<file path="src/rtl/handshake_sink_pkg.sv">
// Shared definitions for the handshake token sink: FSM state encoding,
// default counter width and the saturating increment used by every counter.
package handshake_sink_pkg;

    typedef enum logic [1:0] {
        ACCEPT = 2'd0,
        HOLD   = 2'd1,
        DONE   = 2'd2
    } sink_state_t;

    localparam int unsigned DEFAULT_CNT_WIDTH = 16;

    // Width-generic saturating increment. Callers zero-extend their counter
    // into 64 bits and cast the result back down to their own width.
    function automatic logic [63:0] sat_inc(input logic [63:0] value,
                                            input int unsigned width);
        logic [63:0] max_value;
        if (width >= 64) begin
            max_value = '1;
        end else begin
            max_value = (64'd1 << width) - 64'd1;
        end
        return (value >= max_value) ? value : value + 64'd1;
    endfunction

endpackage

</file>
<file path="src/rtl/handshake_token_checker.sv">
// Golden-value checker for the token sink: compares every accepted token
// against a fixed value, keeps a sticky mismatch flag and a saturating
// mismatch counter. Both are cleared only by reset.
module handshake_token_checker
    import handshake_sink_pkg::*;
#(
    parameter int unsigned             DATA_WIDTH = 32,
    parameter int unsigned             CNT_WIDTH  = DEFAULT_CNT_WIDTH,
    parameter logic [DATA_WIDTH-1:0]   GOLDEN     = '0
) (
    input  logic                  clk,
    input  logic                  rst,
    input  logic                  xfer,
    input  logic [DATA_WIDTH-1:0] data,
    output logic                  mismatch,
    output logic [CNT_WIDTH-1:0]  mismatch_count
);

    logic [63:0] count_ext;
    logic        bad_token;

    // Widen the counter for the shared saturating increment and flag bad tokens.
    always_comb begin
        count_ext                  = '0;
        count_ext[CNT_WIDTH-1:0]   = mismatch_count;
        bad_token                  = xfer && (data != GOLDEN);
    end

    // Sticky flag and saturating count of tokens differing from the golden value.
    always_ff @(posedge clk) begin
        if (rst) begin
            mismatch       <= 1'b0;
            mismatch_count <= '0;
        end else if (bad_token) begin
            mismatch       <= 1'b1;
            mismatch_count <= CNT_WIDTH'(sat_inc(count_ext, CNT_WIDTH));
        end
    end

endmodule

</file>
<file path="src/rtl/handshake_token_sink.sv">
// Terminal consumer for one elastic (data + valid/ready) channel. Accepts one
// token at a time, holds it in a result register until the host acks it,
// counts accepted tokens and raises done after EXPECTED_TOKENS of them
// (EXPECTED_TOKENS = 0 means run forever).
// Optional golden-value checking is enabled by defining
// HANDSHAKE_TOKEN_SINK_CHECK_EN, which adds the mismatch/mismatch_count ports.
module handshake_token_sink
    import handshake_sink_pkg::*;
#(
    parameter int unsigned DATA_WIDTH      = 32,
    parameter int unsigned CNT_WIDTH       = DEFAULT_CNT_WIDTH,
    parameter int unsigned EXPECTED_TOKENS = 1,
    parameter logic [31:0] CHECK_VALUE     = 32'h0000064E
) (
    input  logic                  clk,
    input  logic                  rst,
    input  logic [DATA_WIDTH-1:0] ins,
    input  logic                  ins_valid,
    output logic                  ins_ready,
    output logic [DATA_WIDTH-1:0] result,
    output logic                  result_valid,
    input  logic                  result_ack,
    output logic [CNT_WIDTH-1:0]  token_count,
    output logic                  done
`ifdef HANDSHAKE_TOKEN_SINK_CHECK_EN
    ,
    output logic                  mismatch,
    output logic [CNT_WIDTH-1:0]  mismatch_count
`endif
);

    // Largest value the token counter can hold; a target beyond it can never
    // be matched, so done is disabled rather than compared against a
    // truncated target.
    localparam longint unsigned      CNT_MAX  = (64'd1 << CNT_WIDTH) - 64'd1;
    localparam bit                   EXP_FITS = longint'(EXPECTED_TOKENS) <= CNT_MAX;
    localparam bit                   DONE_EN  = (EXPECTED_TOKENS != 0) && EXP_FITS;
    localparam logic [CNT_WIDTH-1:0] EXP_CNT  = CNT_WIDTH'(EXPECTED_TOKENS);

    sink_state_t          state;
    sink_state_t          state_next;
    logic                 ready_state;
    logic                 xfer;
    logic [63:0]          count_ext;
    logic [CNT_WIDTH-1:0] count_inc;

    // ready comes from the state register only; rst masks it during the
    // reset cycle so an in-flight token is not considered transferred.
    always_comb begin
        ins_ready = ready_state && !rst;
        xfer      = ins_valid && ins_ready;
    end

    // Saturating next value of the token counter.
    always_comb begin
        count_ext                = '0;
        count_ext[CNT_WIDTH-1:0] = token_count;
        count_inc                = CNT_WIDTH'(sat_inc(count_ext, CNT_WIDTH));
    end

    // State, result capture and token counting.
    always_ff @(posedge clk) begin
        if (rst) begin
            state       <= ACCEPT;
            result      <= '0;
            token_count <= '0;
        end else begin
            state <= state_next;
            if (xfer) begin
                result      <= ins;
                token_count <= count_inc;
            end
        end
    end

    // Next-state logic and output decode.
    always_comb begin
        state_next   = state;
        ready_state  = 1'b0;
        result_valid = 1'b0;
        done         = 1'b0;
        unique case (state)
            ACCEPT: begin
                ready_state = 1'b1;
                if (xfer) begin
                    state_next = HOLD;
                end
            end
            HOLD: begin
                result_valid = 1'b1;
                if (result_ack) begin
                    if (DONE_EN && (token_count == EXP_CNT)) begin
                        state_next = DONE;
                    end else begin
                        state_next = ACCEPT;
                    end
                end
            end
            DONE: begin
                done = 1'b1;
            end
            default: begin
                state_next = ACCEPT;
            end
        endcase
    end

    // Flag a token target the counter cannot reach (done would never assert).
    always_ff @(posedge clk) begin
        if (!rst) begin
            assert (EXP_FITS)
            else $error("handshake_token_sink: EXPECTED_TOKENS=%0d exceeds %0d-bit counter",
                        EXPECTED_TOKENS, CNT_WIDTH);
        end
    end

`ifdef HANDSHAKE_TOKEN_SINK_CHECK_EN
    handshake_token_checker #(
        .DATA_WIDTH (DATA_WIDTH),
        .CNT_WIDTH  (CNT_WIDTH),
        .GOLDEN     (DATA_WIDTH'(CHECK_VALUE))
    ) u_checker (
        .clk            (clk),
        .rst            (rst),
        .xfer           (xfer),
        .data           (ins),
        .mismatch       (mismatch),
        .mismatch_count (mismatch_count)
    );
`else
    // Checking disabled: no comparator and no extra ports.
`endif

endmodule

</file>
<file path="config.mk">
export PLATFORM = sky130hd
export DESIGN_NAME = handshake_token_sink
export DESIGN_NICKNAME = d
export VERILOG_FILES = /design/src/rtl/handshake_sink_pkg.sv /design/src/rtl/handshake_token_checker.sv /design/src/rtl/handshake_token_sink.sv
export SDC_FILE = /design/constraint.sdc
export NUM_CORES = 1
export LEC_CHECK = 0
export ABC_AREA = 0
export BUFFER_PORTS_ARGS = -buffer_cell sky130_fd_sc_hd__clkbuf_2
export CAP_MARGIN = 10
export CELL_PAD_IN_SITES_DETAIL_PLACEMENT = 0
export CELL_PAD_IN_SITES_GLOBAL_PLACEMENT = 2
export CORE_UTILIZATION = 26
export DETAILED_ROUTE_END_ITERATION = 8
export PLACE_DENSITY_LB_ADDON = 0.1
export SLEW_MARGIN = 5
export SYNTH_ARGS = -nofsm -noshare
export SYNTH_HDL_FRONTEND = slang
export SYNTH_SLANG_ARGS = --single-unit
</file>
<file path="constraint.sdc">
create_clock -name clk -period 2.2 [get_ports clk]
set_input_delay 0.55 -clock clk [delete_from_list [all_inputs] [get_ports clk]]
set_output_delay 0.55 -clock clk [all_outputs]
set_load 0.03 [all_outputs]
</file>
==> key figures <==
Logic synthesis
  • Post-synthesis mux area share: 1.005%
  • Syn Nets: 295
  • Simple-gate share of the synthesized area: 28.68%
  • Share of the synthesized area in the top cell type: 47.31%
  • Largest cells by area after synthesis: dfxtp_1, nand2_1, a21oi_1
  • Mean post-synth cell area: 8.233 um^2
  • Post-synthesis adder-cell area fraction: 1.183%
  • Async SR Flop Fraction: 0%
  • Post-synth EDFFs: 0
  • Main combinational cell family by area after synthesis: simple AND/OR/NAND/NOR gates
  • Mapped cell area: 0.002116 mm^2
  • Distinct cells, synth: 42
  • XOR/XNOR Fraction of Synth Area: 0%
  • Yosys reg bits: 50
  • Ys Warns: 0
  • Largest area contributor in the netlist: dfxtp_1
  • Post-synthesis compound-gate area fraction: 17.27%
  • Syn Inst Count: 257
  • Most used flip-flop cell after synthesis: dfxtp_1
  • Seq/Total Area, Yosys: 47.31%

Worst hold path
  • Hold Crit Endpoint: result[26]
  • Hold WC Path Type: input port to register
  • Hold path startpoint: ins[26]
  • Cells on Worst Hold Path: 3

Critical path
  • Crit Path Class: register to register
  • Critical R2R Capture: token_count[14]
  • Critical path, cell by cell: nand4_4 -> or3_4 -> or4_1 -> a21oi_1
  • Worst-path maximum fanout: 9
  • Cell family with most CP delay: simple AND/OR/NAND/NOR gates
  • Origin of the critical flop-to-flop path: token_count[4]
  • Worst r2r path cells: 4
  • Crit path capture type: register
  • WP data required: 2450 ps
  • Slowest CP cell: dfxtp_1
  • Crit path launch type: register
  • CP bufs+invs: 0
  • Critical path data arrival time: 2130 ps
  • Crit path largest cell delay: 520 ps
  • FF-to-FF setup slack: 310 ps

Routing
  • DRC Markers: 0
  • Vias per cell: 4.670
  • WL final: 6111 um
  • ANT nets after route: 0
  • Avg WL per Cell: 13.43 um
  • DRT Pass-1 Iters: 4
  • Vias: 2125
  • DRT iter0 DRCs: 53

Power and ir drop
  • Sw frac: 29.44%
  • LEAKAGE: 1.213 nW
  • Comb pwr share: 14.2%
  • Net switching power: 0.5223 mW
  • Design Power: 1.774 mW
  • Reg power frac: 53.9%
  • P_int: 1.252 mW
  • Power Density: 630.5 mW/mm^2
  • Power share of the clock group: 31.9%
  • Worst VDD drop: 0.0002608 V

GRT
  • M3 GR Usage: 3.151%
  • GRT met1 Usage: 19.99%
  • Met2 Usage GRT: 23.51%
  • Grt ovf: 0
  • Largest net degree at the start of global routing: 51
  • Global-route wire length before repair: 9839 um
  • Global-route usage over all layers: 14.71%
  • Busiest grt layer: met2
  • Initial antenna violation count: 0
  • Vias in the first global route: 1880

Final layout
  • Register area: 0.001001 mm^2
  • Antenna diode count: 0
  • Final nets: 390
  • Commonest non-fill, non-tap cell in the layout: clkbuf_2
  • Area growth syn-to-layout: 33.00%
  • Share of layout cells above drive strength 1: 34.56%
  • Footprint of the multi-input gates: 0.001018 mm^2
  • # fillers: 905
  • Commonest cells after routing, fill and taps aside: clkbuf_2, nand2_1, dfxtp_1, a21oi_1, buf_4

Timing
  • Fin crit share: 85.73%
  • Final hold violation count: 0
  • Final setup viols: 0
  • PnR worst setup slack: 314.0 ps
  • Post-route minimum period: 1886 ps
  • Worst slew margin: 62.21%
  • Slew Limit Fails: 0
  • Final setup TNS: 0 ps
  • Skew final: 10.05 ps
  • F_max: 530.2 MHz
  • Unrepaired setup endpoints after global routing: false
  • Worst-margin pin slew: 566.8 ps

Clock tree
  • Post-CTS setup buffers: 0
  • Hold_buf cts: 0
  • H-tree depth: 2
  • CTS tree: yes
  • Clk_lat worst skew: 310 ps
  • Clk buf depth: 2
  • CTS sink cnt: 50
  • Num CTS Buffers: 5
  • Reg clk slew, reported paths: 100 ps
  • Root Driver: clkbuf_8
  • Cts repair resizes: 0

Die
  • Die height: 92.21 um
  • DIE AREA: 0.008503 mm^2
  • CORE AREA: 0.007807 mm^2
  • Num rows: 32
  • Starting Density: 27.10%
  • I/O pin count: 87
  • Die width: 92.21 um

Job
  • Max Cap Viol: 0

Placed design
  • Port Buffers: 86
  • Post-Place Worst Slack: 162.4 ps
  • HPWL Detailed: 4275 um
  • GPL Wtd Cong: 0.7626

Run status
  • Status: completed
## per-layer routing
layer  vias to the layer above  routed length (um)
met1                       960                2977
li1                       1099                   -
met2                        60                2757
met4                         0                  67
met5                         -                   0
met3                         6                 308
## cells by family (layout without fill, tap and decap cells)
family / after synthesis / count (layout)
and+or+nand+nor: 121 / 121
AOI/OAI and AO/OA: 63 / 63
DFF: 50 / 50
buffers and inverters: 19 / 115
adders and majority gates: 2 / 2
muxes: 2 / 2
## power groups by stage
stage                     Clock [mW]  Sequential (mW)  Combinational [mW]
after floorplan                    0             1.04              0.0942
after global placement             0            0.976               0.255
after detailed placement           0            0.978               0.256
after CTS                      0.596            0.957               0.256
after global routing           0.649            0.962               0.278
final                          0.567            0.956               0.251
## metrics by stage
step                instances  hold WS (ps)  util (%)  cell area (um^2)
CTS                       455         436.8     36.04              2814
global placement          447         441.7     34.84              2720
floorplan                 257         528.4         -              2116
finish                    455         448.1     36.04              2814
detailed placement        447         446.2     34.84              2720
global route              455         427.5     36.04              2814
## synth_stat cells, types with 2 or more instances
cell,count
o41ai_1,3
o311ai_0,2
ha_1,2
nor4_1,5
nor3_1,4
nand2_1,75
a31oi_1,2
a211oi_1,2
dfxtp_1,50
nor2b_1,2
and4_1,2
nor2_1,5
inv_1,4
nand4_1,6
or4_2,2
o21ai_0,3
buf_1,3
and3_1,2
nand3_1,4
clkbuf_8,2
a21oi_1,44
or3_1,3
or4_1,3
clkbuf_1,8
a31o_2,2
## sequential cells by signal, summed over array words and instances, names as in the netlist
register / count
state: 2
result: 32
token_count: 16
## cell type report
cell class	instances	area share, %
repair buffers	103	19.83
clock inverters	3	0.8893
inverters	4	0.5336
clock buffers	5	2.446
well taps	102	4.535
flip-flops and latches	50	35.57
multi-input cells	188	36.19
## how the worst max path moves through the flow
stage | startpoint | depth (start not counted) | to | slack, ps
global placement | rst | 6 | token_count[14] | 170
global route | token_count[4] | 4 | token_count[1] | 150
floorplan | rst | 6 | result[10] | 10
detailed placement | rst | 6 | token_count[14] | 160
CTS | token_count[4] | 4 | token_count[1] | 300
finish | token_count[4] | 4 | token_count[14] | 310
## worst reg2reg max path, stage by stage, from the launching register on
cell and delay (ps):
dfxtp_1 520, nand4_4 190, or3_4 450, or4_1 510, a21oi_1 150
Note: power is estimated with default switching activity, not from simulation.
